### src/rtl/cmp_result_monitor_if.sv
// Comparator flag bus feeding the result monitor,
// plus the monitor's registered status outputs.
interface cmp_result_monitor_if #(
  parameter int CNT_W = 8
);
  logic             in_valid;
  logic             a_gt_b;
  logic             a_lt_b;
  logic             a_eq_b;
  logic             clr;
  logic [CNT_W-1:0] gt_cnt;
  logic [CNT_W-1:0] lt_cnt;
  logic [CNT_W-1:0] eq_cnt;
  logic [1:0]       last_res;
  logic             out_valid;
  logic             eq_lock;
  logic             err;

  modport master (
    output in_valid, a_gt_b, a_lt_b, a_eq_b, clr,
    input  gt_cnt, lt_cnt, eq_cnt, last_res,
    input  out_valid, eq_lock, err
  );

  modport slave (
    input  in_valid, a_gt_b, a_lt_b, a_eq_b, clr,
    output gt_cnt, lt_cnt, eq_cnt, last_res,
    output out_valid, eq_lock, err
  );
endinterface

### src/rtl/cmp_result_monitor.sv
// Samples comparator flags, keeps saturating class counts,
// detects runs of equal results and flags bad encodings.
module cmp_result_monitor #(
  parameter int CNT_W  = 8,
  parameter int LOCK_N = 4
) (
  input logic clk,
  input logic rst,
  cmp_result_monitor_if.slave bus
);

  localparam int SW = $clog2(LOCK_N + 1);
  localparam logic [SW-1:0] LOCK_V = SW'(LOCK_N);

  localparam logic [1:0] S_IDLE  = 2'd0;
  localparam logic [1:0] S_TRACK = 2'd1;
  localparam logic [1:0] S_LOCK  = 2'd2;
  localparam logic [1:0] S_ERR   = 2'd3;

  logic [1:0]       state;
  logic [1:0]       state_nxt;
  logic [SW-1:0]    streak;
  logic [SW-1:0]    streak_nxt;
  logic [CNT_W-1:0] gt_q;
  logic [CNT_W-1:0] lt_q;
  logic [CNT_W-1:0] eq_q;
  logic [1:0]       last_q;
  logic             ov_q;

  logic one_hot;
  logic live;
  logic legal;
  logic illegal;
  logic accept;

  assign one_hot = $onehot({bus.a_gt_b,
                            bus.a_lt_b,
                            bus.a_eq_b});
  assign live    = (state != S_ERR);
  assign legal   = bus.in_valid & one_hot;
  assign illegal = bus.in_valid & ~one_hot;
  assign accept  = live & legal;

  function automatic logic [CNT_W-1:0] sat_inc(
    input logic [CNT_W-1:0] v
  );
    return (&v) ? v : v + 1'b1;
  endfunction

  // Next state and streak from the current sample class.
  always_comb begin
    state_nxt  = state;
    streak_nxt = streak;
    if (live && illegal) begin
      state_nxt = S_ERR;
    end else if (accept) begin
      unique case (1'b1)
        bus.a_eq_b: begin
          if (streak != LOCK_V)
            streak_nxt = streak + 1'b1;
          if (streak_nxt == LOCK_V)
            state_nxt = S_LOCK;
          else
            state_nxt = S_TRACK;
        end
        bus.a_gt_b,
        bus.a_lt_b: begin
          streak_nxt = '0;
          state_nxt  = S_TRACK;
        end
      endcase
    end
  end

  // State, streak, counters and result registers.
  always_ff @(posedge clk) begin
    if (rst || bus.clr) begin
      state  <= S_IDLE;
      streak <= '0;
      gt_q   <= '0;
      lt_q   <= '0;
      eq_q   <= '0;
      last_q <= 2'b00;
      ov_q   <= 1'b0;
    end else begin
      state  <= state_nxt;
      streak <= streak_nxt;
      ov_q   <= accept;
      if (accept) begin
        unique case (1'b1)
          bus.a_gt_b: begin
            gt_q   <= sat_inc(gt_q);
            last_q <= 2'b01;
          end
          bus.a_lt_b: begin
            lt_q   <= sat_inc(lt_q);
            last_q <= 2'b10;
          end
          bus.a_eq_b: begin
            eq_q   <= sat_inc(eq_q);
            last_q <= 2'b11;
          end
        endcase
      end
    end
  end

  assign bus.gt_cnt    = gt_q;
  assign bus.lt_cnt    = lt_q;
  assign bus.eq_cnt    = eq_q;
  assign bus.last_res  = last_q;
  assign bus.out_valid = ov_q;
  assign bus.eq_lock   = (state == S_LOCK);
  assign bus.err       = (state == S_ERR);

endmodule

### src/flat_wrapper.sv
// flat-port wrapper written by rule: the top's interface ports become plain ports
module cmp_result_monitor_flat 
#(
  parameter int CNT_W  = 8,
  parameter int LOCK_N = 4
)
  (clk, rst, bus_in_valid, bus_a_gt_b, bus_a_lt_b, bus_a_eq_b, bus_clr, bus_gt_cnt, bus_lt_cnt, bus_eq_cnt, bus_last_res, bus_out_valid, bus_eq_lock, bus_err);
  cmp_result_monitor_if #(.CNT_W(CNT_W)) bus_i ();
  input logic clk;
  input logic rst;
  input wire logic [$bits(bus_i.in_valid)-1:0] bus_in_valid;
  input wire logic [$bits(bus_i.a_gt_b)-1:0] bus_a_gt_b;
  input wire logic [$bits(bus_i.a_lt_b)-1:0] bus_a_lt_b;
  input wire logic [$bits(bus_i.a_eq_b)-1:0] bus_a_eq_b;
  input wire logic [$bits(bus_i.clr)-1:0] bus_clr;
  output wire logic [$bits(bus_i.gt_cnt)-1:0] bus_gt_cnt;
  output wire logic [$bits(bus_i.lt_cnt)-1:0] bus_lt_cnt;
  output wire logic [$bits(bus_i.eq_cnt)-1:0] bus_eq_cnt;
  output wire logic [$bits(bus_i.last_res)-1:0] bus_last_res;
  output wire logic [$bits(bus_i.out_valid)-1:0] bus_out_valid;
  output wire logic [$bits(bus_i.eq_lock)-1:0] bus_eq_lock;
  output wire logic [$bits(bus_i.err)-1:0] bus_err;
  assign bus_i.in_valid = bus_in_valid;
  assign bus_i.a_gt_b = bus_a_gt_b;
  assign bus_i.a_lt_b = bus_a_lt_b;
  assign bus_i.a_eq_b = bus_a_eq_b;
  assign bus_i.clr = bus_clr;
  assign bus_gt_cnt = bus_i.gt_cnt;
  assign bus_lt_cnt = bus_i.lt_cnt;
  assign bus_eq_cnt = bus_i.eq_cnt;
  assign bus_last_res = bus_i.last_res;
  assign bus_out_valid = bus_i.out_valid;
  assign bus_eq_lock = bus_i.eq_lock;
  assign bus_err = bus_i.err;
  cmp_result_monitor #(.CNT_W(CNT_W), .LOCK_N(LOCK_N)) u_core (.clk(clk), .rst(rst), .bus(bus_i));
endmodule
### config.mk
export PLATFORM = sky130hd
export DESIGN_NAME = cmp_result_monitor_flat
export DESIGN_NICKNAME = d
export VERILOG_FILES = /design/src/rtl/cmp_result_monitor_if.sv /design/src/rtl/cmp_result_monitor.sv /design/src/flat_wrapper.sv
export SDC_FILE = /design/constraint.sdc
export NUM_CORES = 1
export LEC_CHECK = 0
export ABC_CLOCK_PERIOD_IN_PS = 3150
export CAP_MARGIN = 0
export CELL_PAD_IN_SITES_DETAIL_PLACEMENT = 1
export CELL_PAD_IN_SITES_GLOBAL_PLACEMENT = 2
export CORE_MARGIN = 2
export CORE_UTILIZATION = 30
export CTS_CLUSTER_DIAMETER = 80
export CTS_CLUSTER_SIZE = 40
export DETAILED_ROUTE_END_ITERATION = 6
export PLACE_DENSITY = 0.78
export SLEW_MARGIN = 20
export SYNTH_ARGS = -nofsm -noshare
export SYNTH_HDL_FRONTEND = slang
export SYNTH_SLANG_ARGS = --single-unit
### constraint.sdc
create_clock -name clk -period 3.15 [get_ports clk]
set_input_delay 0.4725 -clock clk [delete_from_list [all_inputs] [get_ports clk]]
set_output_delay 0.4725 -clock clk [all_outputs]
set_load 0.02 [all_outputs]
==> results.json, run 1 <==
{
  "status": "completed",
  "p_int_w": 0.000583,
  "start_util_pct": 31.1,
  "htree_num_levels": 2,
  "hold_end": "u_core.streak[1]$_SDFFE_PP0P_",
  "synth_compound_area_share_pct": 21.1,
  "r2r_slack_ps": 1490,
  "vias": 1604,
  "critical_path_required_ps": 3360,
  "power.leakage_nw": 0.685,
  "period_share_pct": 83.3,
  "hp-start": "u_core.streak[1]$_SDFFE_PP0P_",
  "switchingPower_w": 0.000189,
  "hold_depth": 2,
  "synth_top_family_by_area": "simple AND/OR/NAND/NOR gates",
  "hold_class": "register to register",
  "max_freq_mhz": 381,
  "synth_area_sq_um": 1710,
  "syn-num-nets": 205,
  "drv_slew": 0,
  "synthToLayoutAreaGrowth_pct": 27.7,
  "powerDensity_nw_per_um2": 353,
  "yosys_warnings": 0,
  "ys_ff_latch": 32,
  "dpl-instance-area_sq_um": 2110,
  "syn_area_per_cell_sq_um": 8.91,
  "insertedDiodeCount": 0,
  "clkSlewWorstSetupHoldPaths_ps": 70,
  "track_usage_pct": 14.9,
  "setup_tns_ps": 0,
  "grt_start_max_net_pins": 29,
  "yosys.area_share.simple_pct": 30.3,
  "seq_area_sq_um": 641,
  "synth_adder_area_share_pct": 4.82,
  "grt_pass1_vias": 1532,
  "fin_util_pct": 39.7,
  "async_flop_share_pct": 0,
  "num-fill-cells": 634,
  "ir_drop_mv": 0.121,
  "synthCells": 192,
  "wl_um": 4370,
  "synth_edf_count": 0,
  "grt_antenna_before_repair": 0,
  "viasPerCell": 5.38,
  "drc_errors": 0,
  "swShare_pct": 24.5,
  "r2r-end": "u_core.bus.gt_cnt[6]$_SDFFE_PP0P_",
  "postCtsHoldBufs": 0,
  "ant_nets": 0,
  "multiInputGateArea_sq_um": 990,
  "dp_cells": 291,
  "grt_pass1_wl_um": 7470,
  "max-cap-violations": 0,
  "cts_buffers": 5,
  "grt-ovfl-total": 0,
  "dr.pass1.iters": 4,
  "setup_viol": 0,
  "synth_cell_types": 48,
  "first_iter_violations": 39,
  "fin_area_sq_um": 2190,
  "comb_power_share_pct": 8.1,
  "io_buffers": 35,
  "synthXorXnorAreaFrac_pct": 1.02,
  "yosysSeqAreaShare_pct": 37.4,
  "arrival_ps": 2830,
  "cts.sinks": 32,
  "fin_skew_ps": 4.41,
  "hold_viol_final": 0,
  "fp-row-count": 27,
  "ctsResizeCount": 0,
  "gp_congestion": 0.740,
  "worstSetupPathType": "primary input to register",
  "seqPwrFrac_pct": 53.3,
  "tightest_slew_ps": 579,
  "post-dp-hpwl_um": 3090,
  "fin_crit_ps": 2620,
  "cts_tree": "done",
  "core_sq_um": 5510,
  "rsz0062_at_grt": "false",
  "synth_ff_type": "dfxtp_1",
  "power_frac_clock_pct": 38.6,
  "synth_mux_area_share_pct": 0.585,
  "root_buffer": "clkbuf_8",
  "fin_nets": 239,
  "ioPinCount": 36,
  "clock_path_buffers": 2,
  "cts_setup_buffers": 0,
  "dieArea_sq_um": 6330,
  "clk_latency_ps": 280,
  "finalNonFillerCells": 298,
  "r2r-start": "u_core.bus.gt_cnt[0]$_SDFFE_PP0P_",
  "relSlewSlack_pct": 61.4,
  "die_h_um": 79.5,
  "final_common_cell": "clkdlybuf4s50_1",
  "endpoint_kind": "register",
  "startpoint_type": "primary input",
  "die_w_um": 79.5,
  "holdWs_ps": 496,
  "layout_common_cells": "clkdlybuf4s50_1, dfxtp_1, a21oi_1, nand2_1, nor2_1",
  "final_layout_size_suffix_gt1_share_pct": 9.73,
  "reg2reg_depth": 5,
  "critical_path_peak_fanout": 12,
  "wl_per_cell_um": 14.7
}
[worst max-delay path: stages]
cell	delay, ps
clkdlybuf4s50_1	500
fa_1	610
nand4b_1	160
nand2b_1	370
or4_1	570
a21oi_1	140
[final cells by class]
cell class / count / area share (%)
multi-input combinational: 144 / 45.3
sequential: 32 / 29.3
timing repair buffer: 37 / 16.7
tap: 72 / 4.12
clock buffer: 6 / 3.32
inverter: 6 / 1.03
clock inverter: 1 / 0.229
[flip-flops by register name, indices dropped and copies added, names as in the netlist]
signal                flops
u_core.bus.eq_cnt         8
u_core.bus.gt_cnt         8
u_core.bus.last_res       2
u_core.bus.lt_cnt         8
u_core.bus.out_valid      1
u_core.state              2
u_core.streak             3
[cell usage after synthesis, drive strengths merged, types with 2 or more instances]
master,n,share of area (%)
or4,6,2.6
nand2,15,3.7
nand4,7,3.4
buf,6,2.6
o41ai,6,3.1
xnor2,2,1.0
or3,6,2.2
ha,5,3.7
nor2,12,2.6
nor2b,3,2.0
o31ai,7,3.1
a31oi,2,0.73
o311ai,6,3.1
nor4,3,1.8
dfxtp,32,37
a41o,2,1.2
o21ai,8,2.3
a21oi,17,5.0
clkbuf,4,0.88
or3b,2,1.0
nand2b,2,0.73
nand3,9,2.6
inv,6,1.3
and4,4,2.3
and3,3,1.1
or2,2,0.73
nand4b,2,1.0
nor3,3,0.88
[metal layers]
layer	part of all wire, %	vias to the layer above	global-route usage [%]
li1	-	805	-
met1	50	767	20.6
met2	45	28	22.7
met3	3.2	4	3.51
met4	1.1	0	5.17
met5	0	-	0
[worst max-delay path by stage]
stage	startpoint	end	cells past startpoint
after CTS	bus_a_eq_b	u_core.bus.gt_cnt[5]$_SDFFE_PP0P_	6
after global placement	bus_a_eq_b	u_core.bus.gt_cnt[5]$_SDFFE_PP0P_	6
after global routing	bus_a_eq_b	u_core.bus.eq_cnt[5]$_SDFFE_PP0P_	6
final	bus_a_eq_b	u_core.bus.gt_cnt[5]$_SDFFE_PP0P_	6
after detailed placement	bus_a_eq_b	u_core.bus.gt_cnt[5]$_SDFFE_PP0P_	6
after floorplan	bus_a_eq_b	u_core.bus.lt_cnt[6]$_SDFFE_PP0P_	5
[cell families (layout without fill, tap and decap cells)]
logic type | after synthesis | in the layout
simple gates | 82 | 82
compound gates | 53 | 53
flops | 32 | 32
buf+inv | 16 | 50
fa+ha+maj | 6 | 6
xor+xnor | 2 | 2
mux | 1 | 1
[per-stage QoR]
step / setup slack [ps] / total power [W]
2_1_floorplan: 1090 / 0.000458
3_3_place_gp: 297 / 0.000483
3_5_place_dp: 241 / 0.000484
4_1_cts: 508 / 0.000788
5_1_grt: 366 / 0.000812
6_report: 527 / 0.000772
[power groups by stage]
stage	sequential, W	clock, W	combinational, W
after CTS	0.000411	0.000313	0.0000640
after global placement	0.000420	0	0.0000630
after floorplan	0.000422	0	0.0000357
after global routing	0.000411	0.000330	0.0000704
after detailed placement	0.000420	0	0.0000632
final	0.000411	0.000298	0.0000628
Power figures use the tool's default switching activity.
==> run 2, diff against run 1 <==
ABC_CLOCK_PERIOD_IN_PS = 2700   (was 3150)
clock period = 2.7 ns   (was 3.15 ns; I/O delays follow)
==> run 2 against run 1 <==
Compared with the run above: sequential power rose by 17%; die area did not move; worst hold slack got worse by 3.2 ps; sequential share of layout area fell by 1.0 points; flip-flop and latch count did not move; first-iteration DRC count rose by 97%; global-route usage rose by 0.92 points; critical endpoint is now u_core.bus.lt_cnt[5]$_SDFFE_PP0P_; largest cell class unchanged.
==> results.json, run 2 (synthesized netlist as in run 1, its figures left out) <==
{
  "power.leakage_nw": 0.729,
  "layout_common_cells": "clkdlybuf4s50_1, dfxtp_1, a21oi_1, nand2_1, nor2_1",
  "grt-ovfl-total": 0,
  "hold_end": "u_core.bus.lt_cnt[7]$_SDFFE_PP0P_",
  "crit_chain": "clkdlybuf4s50_1 -> fa_1 -> and2b_2 -> nand4_4 -> or4_1 -> a21oi_1",
  "ioPinCount": 36,
  "ir_drop_mv": 0.173,
  "power_frac_clock_pct": 40.6,
  "num-fill-cells": 663,
  "reg2reg_depth": 5,
  "wl_um": 4600,
  "io_buffers": 35,
  "viasPerCell": 5.38,
  "clock_path_buffers": 2,
  "hold_class": "register to register",
  "post-dp-hpwl_um": 3250,
  "endpoint_kind": "register",
  "ctsResizeCount": 0,
  "r2r_slack_ps": 1070,
  "worstSetupPathType": "primary input to register",
  "relSlewSlack_pct": 59.2,
  "swShare_pct": 24.1,
  "gp_congestion": 0.752,
  "slowest_stage": "fa_1",
  "clk_latency_ps": 290,
  "dr.pass1.iters": 4,
  "synthToLayoutAreaGrowth_pct": 32.4,
  "fin_skew_ps": 4.33,
  "clkSlewWorstSetupHoldPaths_ps": 70,
  "dieArea_sq_um": 6330,
  "path_delay_family": "simple AND/OR/NAND/NOR gates",
  "setup_tns_ps": 0,
  "grt_pass1_wl_um": 7790,
  "total_power_w": 0.000949,
  "track_usage_pct": 15.8,
  "fp-row-count": 27,
  "arrival_ps": 2570,
  "cts_buffers": 5,
  "switchingPower_w": 0.000228,
  "fin_nets": 248,
  "period_share_pct": 87.3,
  "grt_pass1_vias": 1622,
  "vias": 1658,
  "drv_slew": 0,
  "fin_crit_ps": 2360,
  "setup_viol": 0,
  "postCtsHoldBufs": 0,
  "rsz0062_at_grt": "false",
  "final_common_cell": "clkdlybuf4s50_1",
  "max-cap-violations": 0,
  "grt_antenna_before_repair": 0,
  "cts_tree": "done",
  "tightest_slew_ps": 612,
  "r2r-start": "u_core.bus.eq_cnt[0]$_SDFFE_PP0P_",
  "comb_power_share_pct": 8.8,
  "drc_errors": 0,
  "hold_depth": 2,
  "wl_per_cell_um": 14.9,
  "dpl-instance-area_sq_um": 2180,
  "worstPathBufferInverterCount": 1,
  "cts.sinks": 32,
  "r2r-end": "u_core.bus.eq_cnt[6]$_SDFFE_PP0P_",
  "hold_viol_final": 0,
  "final_layout_size_suffix_gt1_share_pct": 13.1,
  "hp-start": "u_core.bus.lt_cnt[7]$_SDFFE_PP0P_",
  "core_sq_um": 5510,
  "startpoint_type": "primary input",
  "htree_num_levels": 2,
  "powerDensity_nw_per_um2": 419,
  "root_buffer": "clkbuf_8",
  "first_iter_violations": 77,
  "fin_area_sq_um": 2270,
  "ant_nets": 0,
  "die_w_um": 79.5,
  "critical_path_peak_fanout": 9,
  "cts_setup_buffers": 0,
  "cp_slowest_stage_delay_ps": 600,
  "grt_start_max_net_pins": 29,
  "critical_path_required_ps": 2910,
  "start_util_pct": 31.1,
  "die_h_um": 79.5,
  "insertedDiodeCount": 0,
  "max_freq_mhz": 424,
  "status": "completed",
  "p_int_w": 0.000720,
  "seqPwrFrac_pct": 50.6
}
run 2: changes by cell type in the layout (fill, tap and decap cells not counted):
cell	delta
clkbuf_8	+1
clkbuf_1	+1
buf_4	+9
clkinv_2	-1
run 2: final cells by class:
class,instances,area [sq um],area share (%)
multi-input combinational,144,990,43.7
tap,72,90.1,3.98
sequential,32,641,28.3
timing repair buffer,46,433,19.1
inverter,6,22.5,0.994
clock buffer,8,90.1,3.98
run 2: how the worst max path moves through the flow:
stage	start	endpoint	cells after the start
CTS	bus_a_eq_b	u_core.bus.lt_cnt[5]$_SDFFE_PP0P_	6
global route	bus_a_eq_b	u_core.bus.lt_cnt[5]$_SDFFE_PP0P_	6
detailed placement	bus_a_eq_b	u_core.bus.lt_cnt[5]$_SDFFE_PP0P_	6
floorplan	bus_a_eq_b	u_core.bus.lt_cnt[6]$_SDFFE_PP0P_	5
finish	bus_a_eq_b	u_core.bus.lt_cnt[5]$_SDFFE_PP0P_	6
global placement	bus_a_eq_b	u_core.bus.eq_cnt[6]$_SDFFE_PP0P_	7
run 2: per-layer routing:
metal	wire length (um)	GRT usage (%)	vias up
li1	-	-	839
met1	2330	20.4	786
met2	2070	25.1	29
met3	125	3.51	4
met4	72	7.24	0
met5	0	0	-
run 2: worst register-to-register path, cell delays in order, from the launching register on:
cell     delay, ps
dfxtp_1        400
ha_1           200
nand3_1        160
nor4_2         410
a31oi_1        140
a41o_1         210
run 2: stage by stage:
step	hold WS [ps]	utilization, %	setup slack (ps)	instances
floorplan	461	-	703	192
global placement	479	39.5	81.3	300
detailed placement	487	39.5	36.8	300
CTS	497	41.1	342	308
global route	517	41.1	226	308
finish	493	41.1	343	308
run 2: power by group through the flow:
stage	clock network (W)	registers, W	logic [W]
2_1_floorplan	0	0.000493	0.0000416
3_3_place_gp	0	0.000490	0.0000831
3_5_place_dp	0	0.000490	0.0000837
4_1_cts	0.000404	0.000480	0.0000846
5_1_grt	0.000421	0.000480	0.0000926
6_report	0.000385	0.000480	0.0000836
